==> config.mk <==
export PLATFORM = sky130hd
export DESIGN_NAME = speed_pi_controller_flat
export DESIGN_NICKNAME = d
export VERILOG_FILES = /design/src/rtl/speed_pi_controller_if.sv /design/src/rtl/speed_pi_controller.sv /design/src/flat_wrapper.sv
export SDC_FILE = /design/constraint.sdc
export NUM_CORES = 1
export LEC_CHECK = 0
export BUFFER_PORTS_ARGS = -buffer_cell sky130_fd_sc_hd__buf_4
export CORE_AREA = 2 2 132 167
export CTS_BUF_LIST = sky130_fd_sc_hd__clkbuf_4 sky130_fd_sc_hd__clkbuf_8 sky130_fd_sc_hd__clkbuf_16
export DETAILED_ROUTE_END_ITERATION = 10
export DIE_AREA = 0 0 134 169
export PLACE_DENSITY = 0.85
export SLEW_MARGIN = 20
export SYNTH_ARGS = -nofsm -noshare
export SYNTH_HDL_FRONTEND = slang
export SYNTH_SLANG_ARGS = --single-unit
==> constraint.sdc <==
create_clock -name clk -period 6.5 [get_ports clk]
set_input_delay 0.65 -clock clk [delete_from_list [all_inputs] [get_ports clk]]
set_output_delay 0.65 -clock clk [all_outputs]
set_load 0.1 [all_outputs]
==> src/rtl/speed_pi_controller_if.sv <==
//------------------------------------------------------------------------------
// speed_pi_controller_if : encoder sample in, PWM duty command out
// Revision 1.0 - initial release
//------------------------------------------------------------------------------
`default_nettype none

interface speed_pi_controller_if;
   logic [31:0] period;
   logic        period_valid;
   logic [31:0] desired_period;
   logic [9:0]  duty_cycle;
   logic        duty_valid;
   logic        busy;
   logic        overrun;

   modport master (
      output period, period_valid, desired_period,
      input  duty_cycle, duty_valid, busy, overrun
   );

   modport slave (
      input  period, period_valid, desired_period,
      output duty_cycle, duty_valid, busy, overrun
   );
endinterface

`default_nettype wire

==> src/rtl/speed_pi_controller.sv <==
//------------------------------------------------------------------------------
// speed_pi_controller : multi-cycle PI loop turning encoder period error into
// a 10-bit PWM duty command. Define SPEED_PI_ANTIWINDUP_EN for anti-windup.
// Revision 1.0 - initial release
//------------------------------------------------------------------------------
`default_nettype none

module speed_pi_controller #(
   parameter logic [15:0]        KP        = 16'd256,
   parameter logic [15:0]        KI        = 16'd16,
   parameter logic signed [31:0] INT_LIMIT = 32'sd1048576
) (
   input  logic                  clk,
   input  logic                  reset,
   speed_pi_controller_if.slave  bus
);

   typedef enum logic [2:0] {
      S_IDLE  = 3'd0,
      S_ERR   = 3'd1,
      S_PTERM = 3'd2,
      S_ITERM = 3'd3,
      S_SUM   = 3'd4
   } state_t;

   localparam logic signed [32:0] c_ERR_HI  = 33'sd8388607;
   localparam logic signed [32:0] c_ERR_LO  = -33'sd8388608;
   localparam logic signed [32:0] c_INT_HI  = {INT_LIMIT[31], INT_LIMIT};
   localparam logic signed [32:0] c_INT_LO  = -c_INT_HI;
   localparam logic signed [48:0] c_DUTY_HI = 49'sd1023;

   state_t              r_state;
   logic [31:0]         r_period;
   logic signed [23:0]  r_err;
   logic signed [39:0]  r_p;
   logic signed [31:0]  r_int_next;
   logic signed [47:0]  r_i;
   logic signed [31:0]  r_integ;
   logic [9:0]          r_duty;
   logic                r_duty_valid;
   logic                r_busy;
   logic                r_overrun;

   logic signed [32:0]  w_err_raw;
   logic signed [23:0]  w_err_sat;
   logic signed [40:0]  w_p_prod;
   logic signed [39:0]  w_p_shift;
   logic signed [32:0]  w_int_sum;
   logic signed [31:0]  w_int_sat;
   logic signed [48:0]  w_i_prod;
   logic signed [47:0]  w_i_shift;
   logic signed [48:0]  w_u;
   logic                w_u_lo;
   logic                w_u_hi;
   logic [9:0]          w_duty;
   logic                w_commit;

   // Error is formed in 33 bits so an unsigned 32-bit difference cannot wrap
   assign w_err_raw = $signed({1'b0, r_period}) - $signed({1'b0, bus.desired_period});
   assign w_err_sat = (w_err_raw > c_ERR_HI) ? 24'sh7FFFFF :
                      (w_err_raw < c_ERR_LO) ? 24'sh800000 :
                      w_err_raw[23:0];

   assign w_p_prod  = $signed({{17{r_err[23]}}, r_err}) * $signed({25'd0, KP});
   assign w_p_shift = 40'(w_p_prod >>> 8);

   assign w_int_sum = $signed({r_integ[31], r_integ}) + $signed({{9{r_err[23]}}, r_err});
   assign w_int_sat = (w_int_sum > c_INT_HI) ? c_INT_HI[31:0] :
                      (w_int_sum < c_INT_LO) ? c_INT_LO[31:0] :
                      w_int_sum[31:0];

   assign w_i_prod  = $signed({{17{r_int_next[31]}}, r_int_next}) * $signed({33'd0, KI});
   assign w_i_shift = 48'(w_i_prod >>> 8);

   assign w_u    = $signed({{9{r_p[39]}}, r_p}) + $signed({r_i[47], r_i});
   assign w_u_lo = w_u[48];
   assign w_u_hi = !w_u[48] && (w_u > c_DUTY_HI);
   assign w_duty = w_u_lo ? 10'd0 : (w_u_hi ? 10'd1023 : w_u[9:0]);

`ifdef SPEED_PI_ANTIWINDUP_EN
   logic w_err_pos;
   logic w_err_neg;
   assign w_err_pos = !r_err[23] && (r_err != 24'sd0);
   assign w_err_neg = r_err[23];
   // Freeze the integrator while the output is saturated in the error's direction
   assign w_commit  = !((w_u_hi && w_err_pos) || (w_u_lo && w_err_neg));
`else
   assign w_commit  = 1'b1;
`endif

   always_ff @(posedge clk or posedge reset) begin
      if (reset) begin
         r_state      <= S_IDLE;
         r_period     <= 32'd0;
         r_err        <= 24'sd0;
         r_p          <= 40'sd0;
         r_int_next   <= 32'sd0;
         r_i          <= 48'sd0;
         r_integ      <= 32'sd0;
         r_duty       <= 10'd0;
         r_duty_valid <= 1'b0;
         r_busy       <= 1'b0;
         r_overrun    <= 1'b0;
      end else begin
         r_duty_valid <= 1'b0;
         r_overrun    <= (r_state != S_IDLE) && bus.period_valid;
         case (r_state)
            S_IDLE: begin
               if (bus.period_valid) begin
                  r_period <= bus.period;
                  r_busy   <= 1'b1;
                  r_state  <= S_ERR;
               end
            end
            S_ERR: begin
               r_err   <= w_err_sat;
               r_state <= S_PTERM;
            end
            S_PTERM: begin
               r_p        <= w_p_shift;
               r_int_next <= w_int_sat;
               r_state    <= S_ITERM;
            end
            S_ITERM: begin
               r_i     <= w_i_shift;
               r_state <= S_SUM;
            end
            S_SUM: begin
               r_duty       <= w_duty;
               r_duty_valid <= 1'b1;
               r_busy       <= 1'b0;
               if (w_commit) begin
                  r_integ <= r_int_next;
               end
               r_state <= S_IDLE;
            end
            default: begin
               r_busy  <= 1'b0;
               r_state <= S_IDLE;
            end
         endcase
      end
   end

   assign bus.duty_cycle = r_duty;
   assign bus.duty_valid = r_duty_valid;
   assign bus.busy       = r_busy;
   assign bus.overrun    = r_overrun;

endmodule

`default_nettype wire

==> src/flat_wrapper.sv <==
// flat-port wrapper written by rule: the top's interface ports become plain ports
module speed_pi_controller_flat 
#(
   parameter logic [15:0]        KP        = 16'd256,
   parameter logic [15:0]        KI        = 16'd16,
   parameter logic signed [31:0] INT_LIMIT = 32'sd1048576
)
  (clk, reset, bus_period, bus_period_valid, bus_desired_period, bus_duty_cycle, bus_duty_valid, bus_busy, bus_overrun);
  speed_pi_controller_if bus_i ();
  input  logic clk;
  input  logic reset;
  input wire logic [$bits(bus_i.period)-1:0] bus_period;
  input wire logic [$bits(bus_i.period_valid)-1:0] bus_period_valid;
  input wire logic [$bits(bus_i.desired_period)-1:0] bus_desired_period;
  output wire logic [$bits(bus_i.duty_cycle)-1:0] bus_duty_cycle;
  output wire logic [$bits(bus_i.duty_valid)-1:0] bus_duty_valid;
  output wire logic [$bits(bus_i.busy)-1:0] bus_busy;
  output wire logic [$bits(bus_i.overrun)-1:0] bus_overrun;
  assign bus_i.period = bus_period;
  assign bus_i.period_valid = bus_period_valid;
  assign bus_i.desired_period = bus_desired_period;
  assign bus_duty_cycle = bus_i.duty_cycle;
  assign bus_duty_valid = bus_i.duty_valid;
  assign bus_busy = bus_i.busy;
  assign bus_overrun = bus_i.overrun;
  speed_pi_controller #(.KP(KP), .KI(KI), .INT_LIMIT(INT_LIMIT)) u_core (.clk(clk), .reset(reset), .bus(bus_i));
endmodule
# Yosys cells after proc, flatten, opt, wreduce, memory -nomap -nowiden
# Cells that the tools add are included.
# Widths: inputs -> output; s select.
# op_classes
muxes	11
eq_ne	5
n_reduce_logical	8
bitwise	1
add_sub_neg	3
order_cmp	5
# op_table
op	count
$mux 32	2
$gt 49x11->1 const B	1
$mux 24	2
$add 32x24->33	1
$gt 33x22->1 const B	1
$gt 33x24->1 const B	1
$lt 33x21->1 const B	1
$lt 33x24->1 const B	1
$sub 32x32->33	1
$add 24x28->29	1
$mux 10	2
$pmux 3 s4	1
$eq 3x2->1 const B	2
$reduce_and 2->1	2
$eq 3x1->1 const B	1
$eq 3x3->1 const B	1
$logic_not 3->1	1
$mux 3	1
$reduce_bool 3->1	1
$reduce_or 3->1	1
$logic_and 1x1->1	2
$mux 1	2
$ne 2x2->1 const B	1
$pmux 1 s2	1
other kinds (2)	2
# word_totals
input_bits	67
elab_cells	44
out_inout_bits	13
ff_bits	188

# Longest topological paths before layout
# Gate-level depths: netlist (run 1).
# depth
word_depth	5
ltp_mapped	14
ltp_nobuf	13

# Least setup slack after synthesis (run 1)
# No wires, ideal clock.
# synth_timing
path_type	input to register
start	input port bus_desired_period[0]
end	register u_core.r_err[14]
arrival_time_ps	3329
required_ps	6374
setup_time_ps	126
path_buffers	1
cell_stages	13
path_slack_ps	3045
cell_sequence	ha_1 fa_1 nor2b_1 o21ai_0 o21ai_0 o211ai_1 a21oi_1 o21ai_0 a2bb2o_1 and4b_1 a311oi_1 buf_2 a221o_1
# synth_between
elab_chain_len	4
word_cells_on_any_way	5
cone_classes	add/sub: 1; order compare: 2; mux: 2
# synth_lines
element	line_no	source
from (decl)	flat_wrapper.sv:14	input wire logic [$bits(bus_i.desired_period)-1:0] bus_desired_period;
$sub 32x32->33 *	speed_pi_controller.sv:59	assign w_err_raw = $signed({1'b0, r_period}) - $signed({1'b0, bus.desired_period});
$lt 33x24->1	speed_pi_controller.sv:61	(w_err_raw < c_ERR_LO) ? 24'sh800000 :
$mux 24	speed_pi_controller.sv:61	
$mux 24 *	speed_pi_controller.sv:60	assign w_err_sat = (w_err_raw > c_ERR_HI) ? 24'sh7FFFFF :
to (signal assigned)	speed_pi_controller.sv:116	r_err <= w_err_sat;
to (decl)	speed_pi_controller.sv:34	logic signed [23:0] r_err;
# Mark *: on every way between the ends. The rest lies on a longest branch, timed or not.
# A chain may end at the register's enable or synchronous reset.

# Worst setup path in the final report (run 1)
# layout_timing
start	register u_core.r_err[0]
end	register u_core.r_int_next[12]
# layout_between
elab_chain_len	4
word_cells_on_any_way	5
cone_classes	add/sub: 1; order compare: 2; mux: 2
# layout_lines
element	line_no	source
$add 32x24->33 *	speed_pi_controller.sv:67	assign w_int_sum = $signed({r_integ[31], r_integ}) + $signed({{9{r_err[23]}}, r_err});
$lt 33x21->1	speed_pi_controller.sv:69	(w_int_sum < c_INT_LO) ? c_INT_LO[31:0] :
$mux 32	speed_pi_controller.sv:69	
$mux 32 *	speed_pi_controller.sv:68	assign w_int_sat = (w_int_sum > c_INT_HI) ? c_INT_HI[31:0] :
to (signal assigned)	speed_pi_controller.sv:121	r_int_next <= w_int_sat;
to (decl)	speed_pi_controller.sv:36	logic signed [31:0] r_int_next;
# Marks and branches as above.

==> impl_metrics.json, run 1 <==
{
  "yosys.area.top_type_share_pct": 36.54,
  "crit_path_start_kind": "register",
  "synth.avg_cell_area_um2": 8.878,
  "yosys.area.top_type": "dfrtp_1",
  "slowest_delay_ps": 930,
  "ys_seq_elements": 188,
  "dieHeight_um": 169,
  "yosysMostFrequentCell": "nand2_1",
  "finalWirelength_um": 31550,
  "tightest_slew_ps": 1088,
  "crit_slowest_cell": "a2111oi_0",
  "num_vias": 10997,
  "synth_cells": 1450,
  "gr-usage-all-layers_pct": 28.26,
  "firstDrtPassIters": 6,
  "holdWs_ps": 344.3,
  "ys_dominant_reg_cell": "dfrtp_1",
  "max_cap_violations": 0,
  "path_max_fanout": 20,
  "reg2reg_to": "u_core.r_int_next[12]$_DFFE_PP0N_",
  "insertion_delay_ps": 450,
  "chipWidth_um": 134,
  "dpl.hpwl_um": 23860,
  "clock_sinks": 188,
  "vias_per_cell": 6.171,
  "antenna_left": 0,
  "ir_worst_vdd_mv": 0.2750,
  "yosysSeqAreaShare_pct": 36.54,
  "gp_congestion": 0.9944,
  "portBuffers": 79,
  "cts_resized": 0,
  "post_cts_buffers": 0,
  "final_nets": 1652,
  "hold_buffers": 0,
  "crit_required_ps": 6870,
  "clock-root-buffer": "clkbuf_16",
  "path_class": "register to register",
  "outcome": "finished clean",
  "hold_violations": 0,
  "worstPathArrival_ps": 4560,
  "diodes": 0,
  "drc": 0,
  "clock_path_buffers": 2,
  "rrSetupSlack_ps": 2320,
  "yosys_warnings": 0,
  "finalCritPeriodShare_pct": 64.36,
  "grt-ovfl-total": 0,
  "fmax_ghz": 0.2390,
  "synth_edf_count": 0,
  "leakagePower_nw": 6.715,
  "first_global_vias": 10718,
  "synth_fp_nets": 1612,
  "maxSlewHeadroom_pct": 25.57,
  "ys_top_cells_by_count": "250 x nand2_1, 188 x dfrtp_1, 112 x a21oi_1",
  "grt_max_degree": 107,
  "fin_crit_ps": 4184,
  "cts_tree": "built",
  "ioPinCount": 80,
  "end_kind": "register",
  "post-place-cells": 1750,
  "die_area_um2": 22650,
  "dr.first_iter.drc_count": 934,
  "setup_viol": 0,
  "syn2layout_area_growth_pct": 10.66,
  "layoutNonFillerInstCount": 1782,
  "async_flop_share_pct": 100.0,
  "cts_buffers": 17,
  "clk_pin_slew_worst_paths_ps": 90,
  "skew_ps": 17.21,
  "fin_setup_tns_ps": 0,
  "rsz0062_at_grt": "no",
  "final-max-slew-violation-count": 0,
  "wire_per_inst_um": 17.71,
  "final_layout_size_suffix_gt1_share_pct": 16.03,
  "h-tree-depth": 4,
  "ys_types": 88,
  "start_util_pct": 61.03,
  "r2r-start": "u_core.r_err[0]$_DFFE_PP0P_",
  "core_um2": 21100,
  "crit_chain": "ha_1 > inv_1 > fa_1 > nand2b_1 > a2111oi_0 > nor3_1 > xor2_1 > a21boi_0 > o2111a_1 > a41oi_1 > nor3b_1 > a32oi_2 > buf_4 > o21ai_2",
  "powerDensity_nw_per_um2": 523.5,
  "netlist_area_um2": 12870,
  "synth_area_leaders": "dfrtp_1 37%, ha_1 8.9%, nand2_1 7.3%",
  "grt_pass1_wl_um": 51740,
  "hold_path_class": "primary input to asynchronous set/reset pin",
  "rr_worst_depth": 14,
  "fp-row-count": 60,
  "antenna_found_initial": 0
}
==> worst max-delay path: cells and delay by family (launching register included) <==
family	cells	cell delay [ps]
AOI/OAI and AO/OA	6	1800
and+or+nand+nor	3	730
adders and majority gates	2	590
DFF	1	380
buffers and inverters	2	310
xor gates and xnor gates	1	280
==> kinds of logic (layout without fill, tap and decap cells) <==
family	after synthesis	after routing	synth area share [%]
simple gates	495	495	18.01
compound gates	401	401	21.14
flops	188	188	36.54
buf+inv	142	195	4.801
fa+ha+maj	95	95	9.408
mux	72	72	6.220
xor+xnor	57	57	3.878
==> flip-flops by register name, indices dropped and copies added (netlist names) <==
register and flops:
u_core.r_int_next 32, u_core.r_integ 32, u_core.r_period 32, u_core.r_i 28, u_core.r_err 24, u_core.r_p 24
u_core.bus.duty_cycle 10, u_core.r_state 3, u_core.bus.busy 1, u_core.bus.duty_valid 1, u_core.bus.overrun 1
==> layout make-up <==
cell class,count,area (µm²)
clock buffer,17,425.4
clock inverter,15,226.5
fill,1700,6849
inverter,72,277.8
multi-input combinational,1120,7576
sequential,188,4705
tap,279,349.1
timing repair buffer,91,686.9
==> report_power, final <==
part | switching, mW | leakage (nW) | internal (mW)
logic | 2.75 | 4.04 | 1.68
clock network | 0.583 | 0.314 | 0.550
registers | 0.310 | 2.36 | 1.58
total | 3.65 | 6.71 | 3.81
==> placed cells by master (no fill, tap or decap), types with 6 or more instances in the layout <==
cell and n:
a211oi_1 6, and3_1 12, xor2_1 23, inv_1 71, o21a_1 11, nand4_1 17, and2_1 7, a21o_1 24
buf_4 90, o21ai_0 79, mux2_2 64, o311ai_0 6, a21oi_1 112, and4_1 9, nand2_1 250, mux2i_1 8
o21bai_1 16, o21ai_1 6, nor2_1 81, or3_1 8, dfrtp_1 188, a221o_1 25, nor4_1 15, o211ai_1 17
a31oi_1 13, nor2b_1 12, clkbuf_16 17, a21boi_0 9, o21ai_2 21, nand3_1 21, ha_1 92, xnor2_1 34
nor3_1 23, o31ai_1 8
==> how the worst max path moves through the flow <==
stage                                            from                                 to  slack, ps
after floorplan                                 reset        u_core.bus.busy$_DFFE_PP0P_        740
after global placement          bus_desired_period[0]        u_core.r_err[0]$_DFFE_PP0P_       2500
after detailed placement        bus_desired_period[0]        u_core.r_err[0]$_DFFE_PP0P_       2430
after CTS                 u_core.r_err[0]$_DFFE_PP0P_  u_core.r_int_next[12]$_DFFE_PP0N_       2440
after global routing      u_core.r_err[0]$_DFFE_PP0P_  u_core.r_int_next[12]$_DFFE_PP0N_       2170
final                     u_core.r_err[0]$_DFFE_PP0P_  u_core.r_int_next[12]$_DFFE_PP0N_       2320
==> stage by stage <==
step / util [%] / total power, mW / cell area, µm² / setup slack (ps)
after CTS: 67.49 / 7.422 / 14240 / 2439
final: 67.53 / 7.458 / 14250 / 2316
after global placement: 64.40 / 6.176 / 13590 / 2503
after floorplan: - / 5.258 / 12870 / 736.2
after detailed placement: 64.40 / 6.265 / 13590 / 2433
after global routing: 67.53 / 7.987 / 14250 / 2170
==> metal layers <==
metal	routed length, µm	vias to the layer above	track usage, %
li1	-	5310	-
met4	1297	0	12.40
met1	12990	5325	33.84
met2	16070	292	51.04
met3	1191	70	3.205
met5	0	-	0
Power figures use the tool's default switching activity.
==> run 2: changes to the inputs <==
Settings changed: CORE_AREA 2 2 132 167 to 2 2 139 175, DIE_AREA 0 0 134 169 to 0 0 141 177, PLACE_DENSITY 0.85 to 0.81.
Clock period 6.5 ns to 3.4 ns, I/O delays scaled along.
==> run 2 against run 1 <==
Effect of this change:
- the flow now finishes with violations (setup timing)
- via count rose by 6.4%
- clock skew is 5.8 ps lower
- maximum frequency up 21%
- final cell count grew 8.9%
- register-to-register slack got worse by 2400 ps
- die area up 10%
- global-route usage fell by 1.7 points
- hold slack got worse by 260 ps
- critical endpoint is now u_core.r_int_next[19]$_DFFE_PP0N_
==> impl_metrics.json, run 2 (same netlist as run 1, synthesis figures left out) <==
{
  "ir_worst_vdd_mv": 0.4896,
  "clock_sinks": 188,
  "setup_viol": 20,
  "drc": 0,
  "post-place-cells": 1869,
  "crit_path_start_kind": "register",
  "mostFrequentLayoutCell": "nand2_1",
  "fin_setup_tns_ps": -708.3,
  "end_kind": "register",
  "gr-usage-all-layers_pct": 26.61,
  "finalCritPeriodShare_pct": 101.7,
  "final_layout_size_suffix_gt1_share_pct": 29.71,
  "wire_per_inst_um": 17.96,
  "insertion_delay_ps": 450,
  "skew_ps": 11.40,
  "fin_crit_ps": 3459,
  "finalWirelength_um": 34860,
  "cts_buffers": 17,
  "antenna_found_initial": 0,
  "setup_ws_ps": -59.48,
  "crit_required_ps": 3780,
  "path_max_fanout": 5,
  "ioPinCount": 80,
  "core_um2": 23410,
  "powerDensity_nw_per_um2": 1001,
  "layoutNonFillerInstCount": 1941,
  "hold_path_class": "primary input to asynchronous set/reset pin",
  "grt_max_degree": 46,
  "clock-root-buffer": "clkbuf_16",
  "chipWidth_um": 141,
  "holdWs_ps": 82.89,
  "violations": "setup timing",
  "h-tree-depth": 4,
  "dieHeight_um": 177,
  "gp_congestion": 0.9569,
  "antenna_left": 0,
  "fmax_ghz": 0.2891,
  "power_mw": 16.22,
  "rsz0062_at_grt": "yes",
  "crit_slowest_cell": "dfrtp_1",
  "syn2layout_area_growth_pct": 25.87,
  "path_class": "register to register",
  "dr.first_iter.drc_count": 713,
  "grt-ovfl-total": 0,
  "dpl.hpwl_um": 25210,
  "num_vias": 11699,
  "postLayoutCellArea_um2": 16200,
  "worstPathArrival_ps": 3840,
  "tightest_slew_ps": 940.1,
  "mostFrequentLayoutCells": "247 x nand2_1, 219 x buf_4, 187 x dfrtp_1, 97 x a21oi_1, 79 x nor2_1",
  "clock_path_buffers": 2,
  "place_ws_ps": -215.5,
  "outcome": "finished, violations left",
  "final-max-slew-violation-count": 0,
  "cts_tree": "built",
  "grt_pass1_wl_um": 53570,
  "die_area_um2": 24960,
  "portBuffers": 79,
  "placed_area_um2": 14460,
  "firstDrtPassIters": 8,
  "crit_chain": "ha_4 > and4_4 > and4_4 > o21ai_4 > a2111oi_4 > buf_4 > o21a_1 > nor2_1 > or4_4 > nor4b_4 > a32oi_4 > clkbuf_16 > o21ai_2",
  "leakagePower_nw": 7.542,
  "fp-row-count": 63,
  "maxSlewHeadroom_pct": 37.32,
  "start_util_pct": 54.99,
  "critPathMostFrequentCell": "and4_4",
  "clk_pin_slew_worst_paths_ps": 80,
  "path_delay_family": "simple AND/OR/NAND/NOR gates",
  "diodes": 0,
  "final_nets": 1798,
  "post-route-util_pct": 69.22,
  "path_buf_inv": 2,
  "reg.largest.list": "u_core.r_int_next x32, u_core.r_integ x32, u_core.r_period x32",
  "first_global_vias": 11286,
  "num-fill-cells": 1774,
  "vias_per_cell": 6.027,
  "max_cap_violations": 0,
  "slowest_delay_ps": 450,
  "hold_violations": 0
}
run 2: changes by cell type in the layout (fill, tap and decap cells not counted), moves of 7 or more:
cell     previous run  this run
ha_2                0         8
o21ai_0            79        69
ha_4                0        15
buf_6               1         8
a21oi_2             0        14
a21oi_1           112        97
buf_4              90       219
ha_1               92        69
o21ai_2            21        28
run 2: final timing paths:
check | depth (start not counted) | end | from | slack (ps)
min in group clk | 3 | u_core.r_period[0]$_DFFE_PP0P_ | bus_period[0] | 90
worst max-delay path | 13 | u_core.r_int_next[19]$_DFFE_PP0N_ | u_core.r_integ[10]$_DFFE_PP0P_ | -60
max in group asynchronous | 3 | u_core.r_period[17]$_DFFE_PP0P_ | reset | 2470
worst min register to register | 1 | u_core.r_state[0]$_DFFE_PP0P_ | u_core.r_state[2]$_DFFE_PP0P_ | 480
worst max register to register | 13 | u_core.r_int_next[19]$_DFFE_PP0N_ | u_core.r_integ[10]$_DFFE_PP0P_ | -60
worst min-delay path | 2 | u_core.r_integ[4]$_DFFE_PP0P_ | reset | 80
run 2: routing by layer:
metal / vias to the layer above / global-route usage [%] / part of all wire (%)
met5: - / 0 / 0
li1: 5597 / - / -
met1: 5647 / 32.42 / 40
met3: 103 / 2.814 / 4.6
met4: 0 / 10.75 / 3.6
met2: 352 / 48.19 / 51
run 2: where the power goes:
part,switching (mW),total [mW],internal [mW]
Sequential,0.582,3.60,3.02
Clock,1.01,2.15,1.14
Combinational,5.95,10.5,4.52
run 2: worst register-to-register path, stage by stage, from the launching register on:
cell	delay (ps)
dfrtp_1	450
ha_4	310
and4_4	250
and4_4	220
o21ai_4	90
a2111oi_4	420
buf_4	190
o21a_1	130
nor2_1	50
or4_4	430
nor4b_4	350
a32oi_4	150
clkbuf_16	230
o21ai_2	110
run 2: area by class of cell:
class,instances,area [µm²],area share (%)
Clock buffer,18,432.9,2.672
Clock inverter,14,198.9,1.228
Inverter,72,274.0,1.691
Multi-Input combinational cell,1120,8268,51.02
Sequential cell,188,4706,29.04
Tap cell,292,365.4,2.255
Timing Repair Buffer,237,1959,12.09
run 2: timing repair:
item / in CTS / in global routing
setup buffers: 3 / 31
gates resized for setup: 28 / 123
cloned: 0 / 7
endpoints found under the setup margin: 53 / 54
pin swaps: 9 / 48
hold endpoints to repair: 0 / 0
hold buffers: 0 / 0
